## config.mk

```make
export PLATFORM = sky130hd
export DESIGN_NAME = fp_result_collect_flat
export DESIGN_NICKNAME = d
export VERILOG_FILES = /design/src/rtl/fp_pkg.sv /design/src/rtl/fp_result_collect_if.sv /design/src/rtl/fp_sync_fifo.sv /design/src/rtl/fp_result_collect.sv /design/src/flat_wrapper.sv
export SDC_FILE = /design/constraint.sdc
export NUM_CORES = 1
export LEC_CHECK = 0
export ABC_AREA = 1
export BUFFER_PORTS_ARGS = -buffer_cell sky130_fd_sc_hd__buf_2
export CORE_ASPECT_RATIO = 1.1
export CORE_MARGIN = 2
export CORE_UTILIZATION = 26
export CTS_CLUSTER_SIZE = 12
export DETAILED_ROUTE_END_ITERATION = 8
export HOLD_SLACK_MARGIN = 0.1
export PLACE_DENSITY_LB_ADDON = 0.05
export SYNTH_ARGS = -nofsm -noshare
export SYNTH_HDL_FRONTEND = slang
export SYNTH_SLANG_ARGS = --single-unit
```

## constraint.sdc

```tcl
create_clock -name clk -period 4.7 [get_ports clk]
set_input_delay 0.94 -clock clk [delete_from_list [all_inputs] [get_ports clk]]
set_output_delay 0.94 -clock clk [all_outputs]
set_load 0.005 [all_outputs]
```

## src/rtl/fp_pkg.sv

```systemverilog
// Shared types and helpers for double-precision result handling.
// Holds the result class enum, FIFO entry layout and the IEEE-754 classifier.
package fp_pkg;

  typedef enum logic [2:0] {
    FP_ZERO = 3'd0,
    FP_SUB  = 3'd1,
    FP_NORM = 3'd2,
    FP_INF  = 3'd3,
    FP_QNAN = 3'd4,
    FP_SNAN = 3'd5
  } fp_class_t;

  localparam logic [10:0] EXP_MAX        = 11'h7FF;
  localparam int          BYTES_PER_WORD = 8;

  typedef struct packed {
    logic [63:0] word;
    fp_class_t   cls;
  } fp_entry_t;

  // Sign never affects the class, so only exponent and fraction are taken.
  function automatic fp_class_t classify(input logic [10:0] ex, input logic [51:0] fr);
    fp_class_t c;
    if (ex == 11'd0) begin
      c = (fr == 52'd0) ? FP_ZERO : FP_SUB;
    end else if (ex == EXP_MAX) begin
      if (fr == 52'd0) begin
        c = FP_INF;
      end else if (fr[51]) begin
        c = FP_QNAN;
      end else begin
        c = FP_SNAN;
      end
    end else begin
      c = FP_NORM;
    end
    return c;
  endfunction

endpackage

```

## src/rtl/fp_result_collect_if.sv

```systemverilog
// Byte-burst input, FIFO head output and error pulses of the result collector.
// The slave modport is the collector, the master modport is its environment.
interface fp_result_collect_if;
  import fp_pkg::*;

  logic [7:0]  in_data;
  logic        in_ready;
  logic        out_valid;
  logic        out_accept;
  logic [63:0] out_result;
  fp_class_t   out_class;
  logic        err_short;
  logic        err_overrun;

  modport master (
    output in_data, in_ready, out_accept,
    input  out_valid, out_result, out_class, err_short, err_overrun
  );

  modport slave (
    input  in_data, in_ready, out_accept,
    output out_valid, out_result, out_class, err_short, err_overrun
  );

endinterface

```

## src/rtl/fp_sync_fifo.sv

```systemverilog
// First-word-fall-through synchronous FIFO; head data is valid whenever not empty.
// Push while full is honoured only if a pop happens in the same cycle.
module fp_sync_fifo #(
  parameter  int WIDTH = 8,
  parameter  int DEPTH = 2,
  localparam int AW    = $clog2(DEPTH),
  localparam int CW    = AW + 1
) (
  input  logic             clk,
  input  logic             rst_n,
  input  logic             push,
  input  logic [WIDTH-1:0] push_dat,
  input  logic             pop,
  output logic [WIDTH-1:0] pop_dat,
  output logic             full,
  output logic             empty,
  output logic [CW-1:0]    count
);

  logic [WIDTH-1:0] mem [DEPTH];
  logic [AW-1:0]    wr_ptr;
  logic [AW-1:0]    rd_ptr;
  logic             do_push;
  logic             do_pop;

  assign full    = (count == CW'(DEPTH));
  assign empty   = (count == '0);
  assign do_pop  = pop && !empty;
  assign do_push = push && (!full || do_pop);
  assign pop_dat = mem[rd_ptr];

  always_ff @(posedge clk) begin
    if (do_push) begin
      mem[wr_ptr] <= push_dat;
    end
  end

  // DEPTH is a power of two, so the pointers wrap on their own.
  always_ff @(posedge clk or negedge rst_n) begin
    if (!rst_n) begin
      wr_ptr <= '0;
      rd_ptr <= '0;
      count  <= '0;
    end else begin
      if (do_push) begin
        wr_ptr <= wr_ptr + 1'b1;
      end
      if (do_pop) begin
        rd_ptr <= rd_ptr + 1'b1;
      end
      case ({do_push, do_pop})
        2'b10:   count <= count + 1'b1;
        2'b01:   count <= count - 1'b1;
        default: count <= count;
      endcase
    end
  end

endmodule

```

## src/rtl/fp_result_collect.sv

```systemverilog
// Reassembles 8-byte MSB-first multiplier bursts into 64-bit words, classifies them
// and queues them for the host; flags truncated bursts and words lost to a full FIFO.
module fp_result_collect
  import fp_pkg::*;
#(
  parameter int DEPTH = 2
) (
  input  logic                clk,
  input  logic                rst_n,
  fp_result_collect_if.slave  bus
);

  typedef enum logic {
    ST_IDLE,
    ST_COLLECT
  } state_t;

  localparam int CNT_W = $clog2(DEPTH) + 1;
  localparam int BC_W  = $clog2(BYTES_PER_WORD);
  localparam logic [BC_W-1:0] LAST_BYTE = BC_W'(BYTES_PER_WORD - 1);

  state_t          state_q, state_d;
  logic [BC_W-1:0] bcnt_q, bcnt_d;
  logic [55:0]     shreg_q, shreg_d;
  logic            word_done;
  logic            short_d;
  logic            overrun_d;
  logic            err_short_q;
  logic            err_overrun_q;

  logic [63:0]      word;
  fp_entry_t        push_entry;
  fp_entry_t        head;
  logic             fifo_full;
  logic             fifo_empty;
  logic [CNT_W-1:0] fifo_count;
  logic             head_vld;
  logic             pop;
  logic             push_ok;

  // Only the low seven bytes are kept; the incoming byte completes the word.
  assign word = {shreg_q, bus.in_data};

  always_comb begin
    state_d   = state_q;
    bcnt_d    = bcnt_q;
    shreg_d   = shreg_q;
    word_done = 1'b0;
    short_d   = 1'b0;
    case (state_q)
      ST_IDLE: begin
        if (bus.in_ready) begin
          shreg_d = {shreg_q[47:0], bus.in_data};
          bcnt_d  = BC_W'(1);
          state_d = ST_COLLECT;
        end
      end
      ST_COLLECT: begin
        if (bus.in_ready) begin
          shreg_d = {shreg_q[47:0], bus.in_data};
          if (bcnt_q == LAST_BYTE) begin
            word_done = 1'b1;
            bcnt_d    = '0;
            state_d   = ST_IDLE;
          end else begin
            bcnt_d = bcnt_q + 1'b1;
          end
        end else begin
          short_d = 1'b1;
          bcnt_d  = '0;
          state_d = ST_IDLE;
        end
      end
      default: begin
        bcnt_d  = '0;
        state_d = ST_IDLE;
      end
    endcase
  end

  always_ff @(posedge clk or negedge rst_n) begin
    if (!rst_n) begin
      state_q       <= ST_IDLE;
      bcnt_q        <= '0;
      shreg_q       <= '0;
      err_short_q   <= 1'b0;
      err_overrun_q <= 1'b0;
    end else begin
      state_q       <= state_d;
      bcnt_q        <= bcnt_d;
      shreg_q       <= shreg_d;
      err_short_q   <= short_d;
      err_overrun_q <= overrun_d;
    end
  end

  assign head_vld  = (fifo_count != '0);
  assign pop       = head_vld && bus.out_accept;
  // A full FIFO still takes the word when the head leaves in the same cycle.
  assign push_ok   = word_done && (!fifo_full || pop);
  assign overrun_d = word_done && !push_ok;

  assign push_entry = '{word: word, cls: classify(word[62:52], word[51:0])};

  fp_sync_fifo #(
    .WIDTH ($bits(fp_entry_t)),
    .DEPTH (DEPTH)
  ) u_fifo (
    .clk      (clk),
    .rst_n    (rst_n),
    .push     (push_ok),
    .push_dat (push_entry),
    .pop      (pop),
    .pop_dat  (head),
    .full     (fifo_full),
    .empty    (fifo_empty),
    .count    (fifo_count)
  );

  // Storage is not reset, so the head is masked to zero while nothing is queued.
  assign bus.out_valid   = head_vld;
  assign bus.out_result  = fifo_empty ? 64'd0 : head.word;
  assign bus.out_class   = fifo_empty ? FP_ZERO : head.cls;
  assign bus.err_short   = err_short_q;
  assign bus.err_overrun = err_overrun_q;

endmodule

```

## src/flat_wrapper.sv

```systemverilog
// flat-port wrapper written by rule: the top's interface ports become plain ports
module fp_result_collect_flat import fp_pkg::*;
#(
  parameter int DEPTH = 2
)
  (clk, rst_n, bus_in_data, bus_in_ready, bus_out_accept, bus_out_valid, bus_out_result, bus_out_class, bus_err_short, bus_err_overrun);
  fp_result_collect_if bus_i ();
  input  logic clk;
  input  logic rst_n;
  input wire logic [$bits(bus_i.in_data)-1:0] bus_in_data;
  input wire logic [$bits(bus_i.in_ready)-1:0] bus_in_ready;
  input wire logic [$bits(bus_i.out_accept)-1:0] bus_out_accept;
  output wire logic [$bits(bus_i.out_valid)-1:0] bus_out_valid;
  output wire logic [$bits(bus_i.out_result)-1:0] bus_out_result;
  output wire logic [$bits(bus_i.out_class)-1:0] bus_out_class;
  output wire logic [$bits(bus_i.err_short)-1:0] bus_err_short;
  output wire logic [$bits(bus_i.err_overrun)-1:0] bus_err_overrun;
  assign bus_i.in_data = bus_in_data;
  assign bus_i.in_ready = bus_in_ready;
  assign bus_i.out_accept = bus_out_accept;
  assign bus_out_valid = bus_i.out_valid;
  assign bus_out_result = bus_i.out_result;
  assign bus_out_class = bus_i.out_class;
  assign bus_err_short = bus_i.err_short;
  assign bus_err_overrun = bus_i.err_overrun;
  fp_result_collect #(.DEPTH(DEPTH)) u_core (.clk(clk), .rst_n(rst_n), .bus(bus_i));
endmodule
```

==> results of run 1 <==
-- state kept, by name (all words and copies together), names as in the netlist --
signal / flops
u_core.u_fifo.mem: 134
u_core.shreg_q: 56
u_core.u_fifo.rd_ptr: 1
u_core.bus.err_short: 1
u_core.state_q: 1
u_core.bcnt_q: 3
u_core.u_fifo.wr_ptr: 1
u_core.bus.err_overrun: 1
u_core.u_fifo.count: 2
-- power by group through the flow --
stage / clock (mW) / combinational (mW) / sequential [mW]
after CTS: 1.56 / 1.29 / 2.11
final: 1.50 / 1.23 / 2.11
after global placement: 0 / 1.28 / 2.14
after floorplan: 0 / 0.803 / 2.09
after global routing: 1.63 / 1.41 / 2.12
after detailed placement: 0 / 1.29 / 2.15
-- routing by layer --
metal / GRT usage [%] / up-vias
met4: 3.85 / 2
met3: 2.18 / 16
met1: 15.9 / 2480
met2: 22.0 / 73
met5: 0 / -
li1: - / 2427
-- worst max-delay path: cells and delay by family (launching register included) --
kind            cells  cell delay (ns)
simple gates        1             0.34
buf+inv             2             0.96
compound gates      1             0.09
flops               1             0.36
-- cells in the final DEF (no fill, tap or decap), types with 3 or more instances in the layout --
master                      Yosys  routed
sky130_fd_sc_hd__dfrtp_1       66      65
sky130_fd_sc_hd__nand2_1      230     230
sky130_fd_sc_hd__nor3_1         3       3
sky130_fd_sc_hd__clkbuf_16      0      17
sky130_fd_sc_hd__inv_6          0       3
sky130_fd_sc_hd__clkbuf_1       2       3
sky130_fd_sc_hd__ha_1           3       3
sky130_fd_sc_hd__nor2_4         1       3
sky130_fd_sc_hd__a21oi_2       19      19
sky130_fd_sc_hd__edfxtp_1     134     134
sky130_fd_sc_hd__nand3_1        7       7
sky130_fd_sc_hd__o21ai_0       49      49
sky130_fd_sc_hd__nand4_1        5       5
sky130_fd_sc_hd__buf_2         21      81
sky130_fd_sc_hd__a21oi_1       51      51
sky130_fd_sc_hd__bufinv_16      0       3
sky130_fd_sc_hd__buf_4          3       6
sky130_fd_sc_hd__inv_1         37      37
sky130_fd_sc_hd__nor2_1        37      35
-- worst max-delay path by stage --
stage,cells past startpoint,startpoint,slack (ns),end
2_1_floorplan,3,bus_in_ready,0.14,u_core.u_fifo.mem[0][0]
3_3_place_gp,4,bus_in_ready,1.54,u_core.u_fifo.mem[0][3]
3_5_place_dp,4,bus_in_ready,1.49,u_core.u_fifo.mem[0][56]
4_1_cts,4,u_core.u_fifo.rd_ptr,1.38,bus_out_result[26]
5_1_grt,4,u_core.u_fifo.rd_ptr,1.24,bus_out_result[26]
6_report,4,u_core.u_fifo.rd_ptr,1.55,bus_out_result[50]
-- through the flow --
step / utilization (%) / hold slack [ns] / setup WS, ns
after floorplan: - / 0.442 / 0.139
after global placement: 29.1 / 0.471 / 1.54
after detailed placement: 29.1 / 0.485 / 1.49
after CTS: 31.1 / 0.499 / 1.38
after global routing: 31.1 / 0.515 / 1.24
final: 31.1 / 0.504 / 1.55
-- cell families after synthesis --
group           share of synthesized area [%]
simple gates                             14.0
flops                                    71.8
compound gates                           8.53
buf+inv                                  4.73
xor+xnor                                0.443
fa+ha+maj                               0.475
-- area by class of cell --
cell class / instances / area [sq um] / area share, %
flip-flops and latches: 200 / 5680 / 61.3
repair buffers: 89 / 490 / 5.30
clock buffers: 22 / 464 / 5.02
clock inverters: 10 / 141 / 1.53
well taps: 374 / 468 / 5.06
multi-input cells: 412 / 1870 / 20.2
inverters: 38 / 144 / 1.55
==> results.toml, run 1 <==
[grt]
grt_pass1_wl_mm = 30.1
gr-total-overflow = 0
grt_start_max_net_pins = 69
antenna_found_initial = 1
grt_pass1_vias = 5217
groute.usage.overall_pct = 12.6

[setup_path]
worst-endpoint-arrival_ns = 2.21
timing.critical_path.to_type = "output port"
r2r_slack_ns = 2.24
worstReg2RegStart = "u_core.bcnt_q[0]"
critical_path.max_fanout = 67
path_class = "reg2out"
critPathLaunchType = "flop"
timing.critical_path.slowest_stage_cell = "sky130_fd_sc_hd__clkinv_2"
path_cells = "clkinv_2 > nand2_1 > a21oi_2 > buf_2"
cpPeakStageDelay_ns = 0.81
r2r-end = "u_core.u_fifo.mem[0][4]"
cp.required_ns = 3.76
reg2regPathDepth = 7

[cts]
post_cts.repair.setup_buffers = 0
cts_inserted_buffers = 17
post_cts_resize_count = 0
clock-sinks = 200
cts.path.max_buffers = 2
insertion_delay_ns = 0.43
cts_tree = "yes"
h-tree-depth = 4
cts.reportedPaths.clkPinSlew_ns = 0.07
ctsHoldBuffers = 0
clk_root_buffer_cell = "sky130_fd_sc_hd__clkbuf_16"

[route]
wire_length_on_met3_microns = 447
drt_iter0_drc = 222
drtPass1Iterations = 8
num_vias = 4998
drc = 0
route.final.wire_length_mm = 19.2
antenna_violating_nets_post_route = 0
vias_per_std_cell = 4.37
route.top_layer_used = "met5"
route.met2.wl_mm = 9.81
detail_route.wirelength.met1_mm = 8.76
post_drt_wl_per_cell_microns = 16.8

[synthesis]
synth_cells = 685
syn_area_sq_um = 7900
synth_fp_nets = 700
ys_ff_latch = 200
synth_most_common_cell = "sky130_fd_sc_hd__nand2_1"
synth_top_cell_by_area = "sky130_fd_sc_hd__edfxtp_1"
yosys_warnings = 0
synth.top_cells.by_count = "sky130_fd_sc_hd__nand2_1, sky130_fd_sc_hd__edfxtp_1, sky130_fd_sc_hd__dfrtp_1, sky130_fd_sc_hd__a21oi_1, sky130_fd_sc_hd__o21ai_0"
synth.lib_cells_used.distinct = 24
ys_async_sr_fraction_pct = 33.0
synthesis.area_per_instance_sq_um = 11.5
synth_flop_cell = "sky130_fd_sc_hd__edfxtp_1"
synth-seq-area-share_pct = 71.8
netlist_top_cells_area = "sky130_fd_sc_hd__edfxtp_1, sky130_fd_sc_hd__dfrtp_1, sky130_fd_sc_hd__nand2_1, sky130_fd_sc_hd__a21oi_1, sky130_fd_sc_hd__o21ai_0"
synth_enable_flop_cells = 134
synthDominantCellAreaShare_pct = 50.9

[place]
place.detailed.hpwl_mm = 11.8
placedInstanceArea_sq_um = 8650
place.detailed.instances = 1113
gp_congestion = 0.680
buffer_ports.inserted = 81

[timing]
tightest_slew_ns = 1.08
maxSlewHeadroom_pct = 28.0
report.final.slew_viol_count = 0
timing.final.crit_share_pct = 67.0
grt_setup_unrepaired = "no"
finalHoldViolations = 0
fin_crit_ns = 3.15
fmax_ghz = 0.317
finClkSkew_ns = 0.0129
setup_tns_ns = 0
finalSetupViolations = 0

[pwr]
relative_contribution_of_sequential_cells_to_total_power_pct = 43.5
total_power_mw = 4.84
internal_power_mw = 3.31
power.density_cell_area_nw_per_um2 = 523
power.share.clock_pct = 31.1
switching_share_pct = 31.6
p_leak_nw = 3.68
power.share.combinational_pct = 25.4
total_switching_power_mw = 1.53
irDropWorstVdd_mv = 0.277

[finish]
post_route_cells_drive_above_1_share_pct = 18.4
antenna_cells_inserted = 0
finalNetCount = 773
layout-area-overhead-vs-synth_pct = 17.1
finalInstanceArea_sq_um = 9250
layout.filler_cells = 3048
final_cell_count_no_fill = 1145

[floorplan]
initial_utilization_pct = 26.6
dieArea_sq_um = 31800
floorplan.die.width_microns = 170
core.rowCount = 66
placeableCoreArea_sq_um = 29700
ios = 82
die_h_microns = 187

[hold_path]
min_from = "u_core.shreg_q[15]"
worst_hold_path.num_cells = 0
class_of_the_worst_hold_path = "reg2reg"
min_to = "u_core.u_fifo.mem[1][26]"

[flow_run]
max_capacitance_violation_total = 0

[run_status]
run_status = "finished clean"
Power figures use the tool's default switching activity.
==> inputs of run 2 (changes only) <==
==> constraint.sdc (replaced) <==
create_clock -name clk -period 2.6 [get_ports clk]
set_input_delay 0.52 -clock clk [delete_from_list [all_inputs] [get_ports clk]]
set_output_delay 0.52 -clock clk [all_outputs]
set_load 0.005 [all_outputs]
==> run 2 against run 1 <==
Against the previous run: sequential share of layout area down 0.60 points; sequential power increased by 80%; non-clock buffer count grew 5; total power grew 81%; wire length about the same; critical endpoint is now bus_out_result[42]; largest cell class unchanged; highest routed layer is now met4.
==> results.toml, run 2 (synthesized netlist as in run 1, its figures left out) <==
[run_status]
run_status = "finished clean"

[grt]
grt_start_max_net_pins = 69
grt_pass1_vias = 5258
groute.usage.overall_pct = 12.7
gr-total-overflow = 0
grt_pass1_wl_mm = 30.4
antenna_found_initial = 0

[cts]
clock-sinks = 200
ctsHoldBuffers = 1
post_cts.repair.setup_buffers = 0
cts_inserted_buffers = 17
insertion_delay_ns = 0.44
cts_tree = "yes"
cts.reportedPaths.clkPinSlew_ns = 0.08
clk_root_buffer_cell = "sky130_fd_sc_hd__clkbuf_16"
cts.path.max_buffers = 2
h-tree-depth = 4
post_cts_resize_count = 0

[timing]
fmax_ghz = 0.418
tightest_slew_ns = 0.526
report.final.slew_viol_count = 0
fin_crit_ns = 2.39
maxSlewHeadroom_pct = 64.9
setup_slack_ns = 0.205
grt_setup_unrepaired = "no"
timing.final.crit_share_pct = 92.1
setup_tns_ns = 0
finalSetupViolations = 0
finalHoldViolations = 0
fin_hold_ws_ns = 0.311
finClkSkew_ns = 0.0129

[pwr]
total_power_mw = 8.77
total_switching_power_mw = 2.86
switching_share_pct = 32.7
internal_power_mw = 5.91
power.share.clock_pct = 30.5
power.density_cell_area_nw_per_um2 = 939
irDropWorstVdd_mv = 0.456
p_leak_nw = 3.72
relative_contribution_of_sequential_cells_to_total_power_pct = 43.4
power.share.combinational_pct = 26.2

[route]
vias_per_std_cell = 4.32
drc = 0
num_vias = 4970
route.final.wire_length_mm = 19.2
post_drt_wl_per_cell_microns = 16.7
antenna_violating_nets_post_route = 0
drtPass1Iterations = 4
drt_iter0_drc = 222

[setup_path]
worst-endpoint-arrival_ns = 1.87
timing.critical_path.to_type = "output port"
r2r-end = "u_core.u_fifo.mem[1][38]"
path_class = "reg2out"
reg2regPathDepth = 7
r2r_slack_ns = 0.54
critPathLaunchType = "flop"
worstReg2RegStart = "u_core.bcnt_q[0]"
cp.required_ns = 2.08
setup.worst_path.start = "u_core.u_fifo.rd_ptr"
critical_path.max_fanout = 19
crit_path_to = "bus_out_result[42]"

[finish]
post_route_cells_drive_above_1_share_pct = 19.1
layout-area-overhead-vs-synth_pct = 18.2
layout.filler_cells = 3059
finalNetCount = 778
regMostFlops = "u_core.u_fifo.mem"
largest_reg_flops = 134
layout_common_cells = "sky130_fd_sc_hd__nand2_1, sky130_fd_sc_hd__edfxtp_1, sky130_fd_sc_hd__buf_2, sky130_fd_sc_hd__dfrtp_1, sky130_fd_sc_hd__a21oi_1"
final_common_cell = "sky130_fd_sc_hd__nand2_1"
largestRegisters = "u_core.u_fifo.mem x134, u_core.shreg_q x56, u_core.bcnt_q x3"
antenna_cells_inserted = 0

[hold_path]
class_of_the_worst_hold_path = "in2reg"

[place]
dp_slack_ns = 0.532
buffer_ports.inserted = 81
place.detailed.hpwl_mm = 11.9
gp_congestion = 0.697

[floorplan]
placeableCoreArea_sq_um = 29700
die_h_microns = 187
dieArea_sq_um = 31800
ios = 82
core.rowCount = 66
initial_utilization_pct = 26.6
floorplan.die.width_microns = 170

[flow_run]
max_capacitance_violation_total = 0
run 2: cell types whose count changed in the layout (fill, tap and decap cells not counted):
cell,before,now
sky130_fd_sc_hd__inv_6,3,5
sky130_fd_sc_hd__clkbuf_1,3,0
sky130_fd_sc_hd__buf_12,2,7
sky130_fd_sc_hd__clkinv_2,2,1
sky130_fd_sc_hd__clkinv_8,0,1
sky130_fd_sc_hd__clkinvlp_4,1,2
sky130_fd_sc_hd__clkinv_1,1,2
sky130_fd_sc_hd__clkinv_4,1,3
sky130_fd_sc_hd__buf_4,6,5
sky130_fd_sc_hd__clkbuf_8,2,0
sky130_fd_sc_hd__bufinv_16,3,2
sky130_fd_sc_hd__dlygate4sd3_1,0,1
run 2: worst max-delay path, cell delays in order, from the launching register on:
cell,delay [ns]
sky130_fd_sc_hd__dfrtp_2,0.43
sky130_fd_sc_hd__clkinv_2,0.25
sky130_fd_sc_hd__buf_4,0.32
sky130_fd_sc_hd__nand2_1,0.08
sky130_fd_sc_hd__a21oi_1,0.20
sky130_fd_sc_hd__buf_2,0.16
run 2: layer usage:
metal | wire, microns | global-route usage (%)
met1 | 8450 | 15.5
met2 | 9860 | 22.6
met3 | 694 | 2.60
met4 | 217 | 3.65
met5 | 0 | 0
run 2: through the flow:
stage / util, % / cell area [sq um] / instances
global placement: 29.4 / 8740 / 1117
detailed placement: 29.4 / 8740 / 1117
global route: 31.4 / 9350 / 1150
floorplan: - / 7910 / 685
CTS: 31.4 / 9350 / 1150
finish: 31.4 / 9350 / 1150
run 2: cell type report:
type | instances | area [sq um] | area share, %
sequential | 200 | 5680 | 60.7
inverter | 38 | 144 | 1.54
timing repair buffer | 94 | 593 | 6.35
clock buffer | 17 | 425 | 4.55
multi-input combinational | 412 | 1870 | 20.0
clock inverter | 15 | 169 | 1.81
tap | 374 | 468 | 5.01
run 2: worst min-delay path by stage:
stage | startpoint | end | cells past startpoint
finish | bus_in_data[6] | u_core.u_fifo.mem[1][9] | 1
global route | bus_in_data[6] | u_core.u_fifo.mem[1][9] | 1
CTS | bus_in_data[6] | u_core.u_fifo.mem[1][9] | 1
detailed placement | rst_n | u_core.shreg_q[7] | 1
global placement | rst_n | u_core.shreg_q[7] | 1
floorplan | rst_n | u_core.bcnt_q[0] | 0
run 2: power by group through the flow:
| stage | registers (mW) | logic [mW] | clock network, mW |
|---|---|---|---|
| after floorplan | 3.78 | 1.45 | 0 |
| after global placement | 3.87 | 2.39 | 0 |
| after detailed placement | 3.88 | 2.39 | 0 |
| after CTS | 3.81 | 2.40 | 2.76 |
| after global routing | 3.84 | 2.64 | 2.89 |
| final | 3.80 | 2.29 | 2.67 |
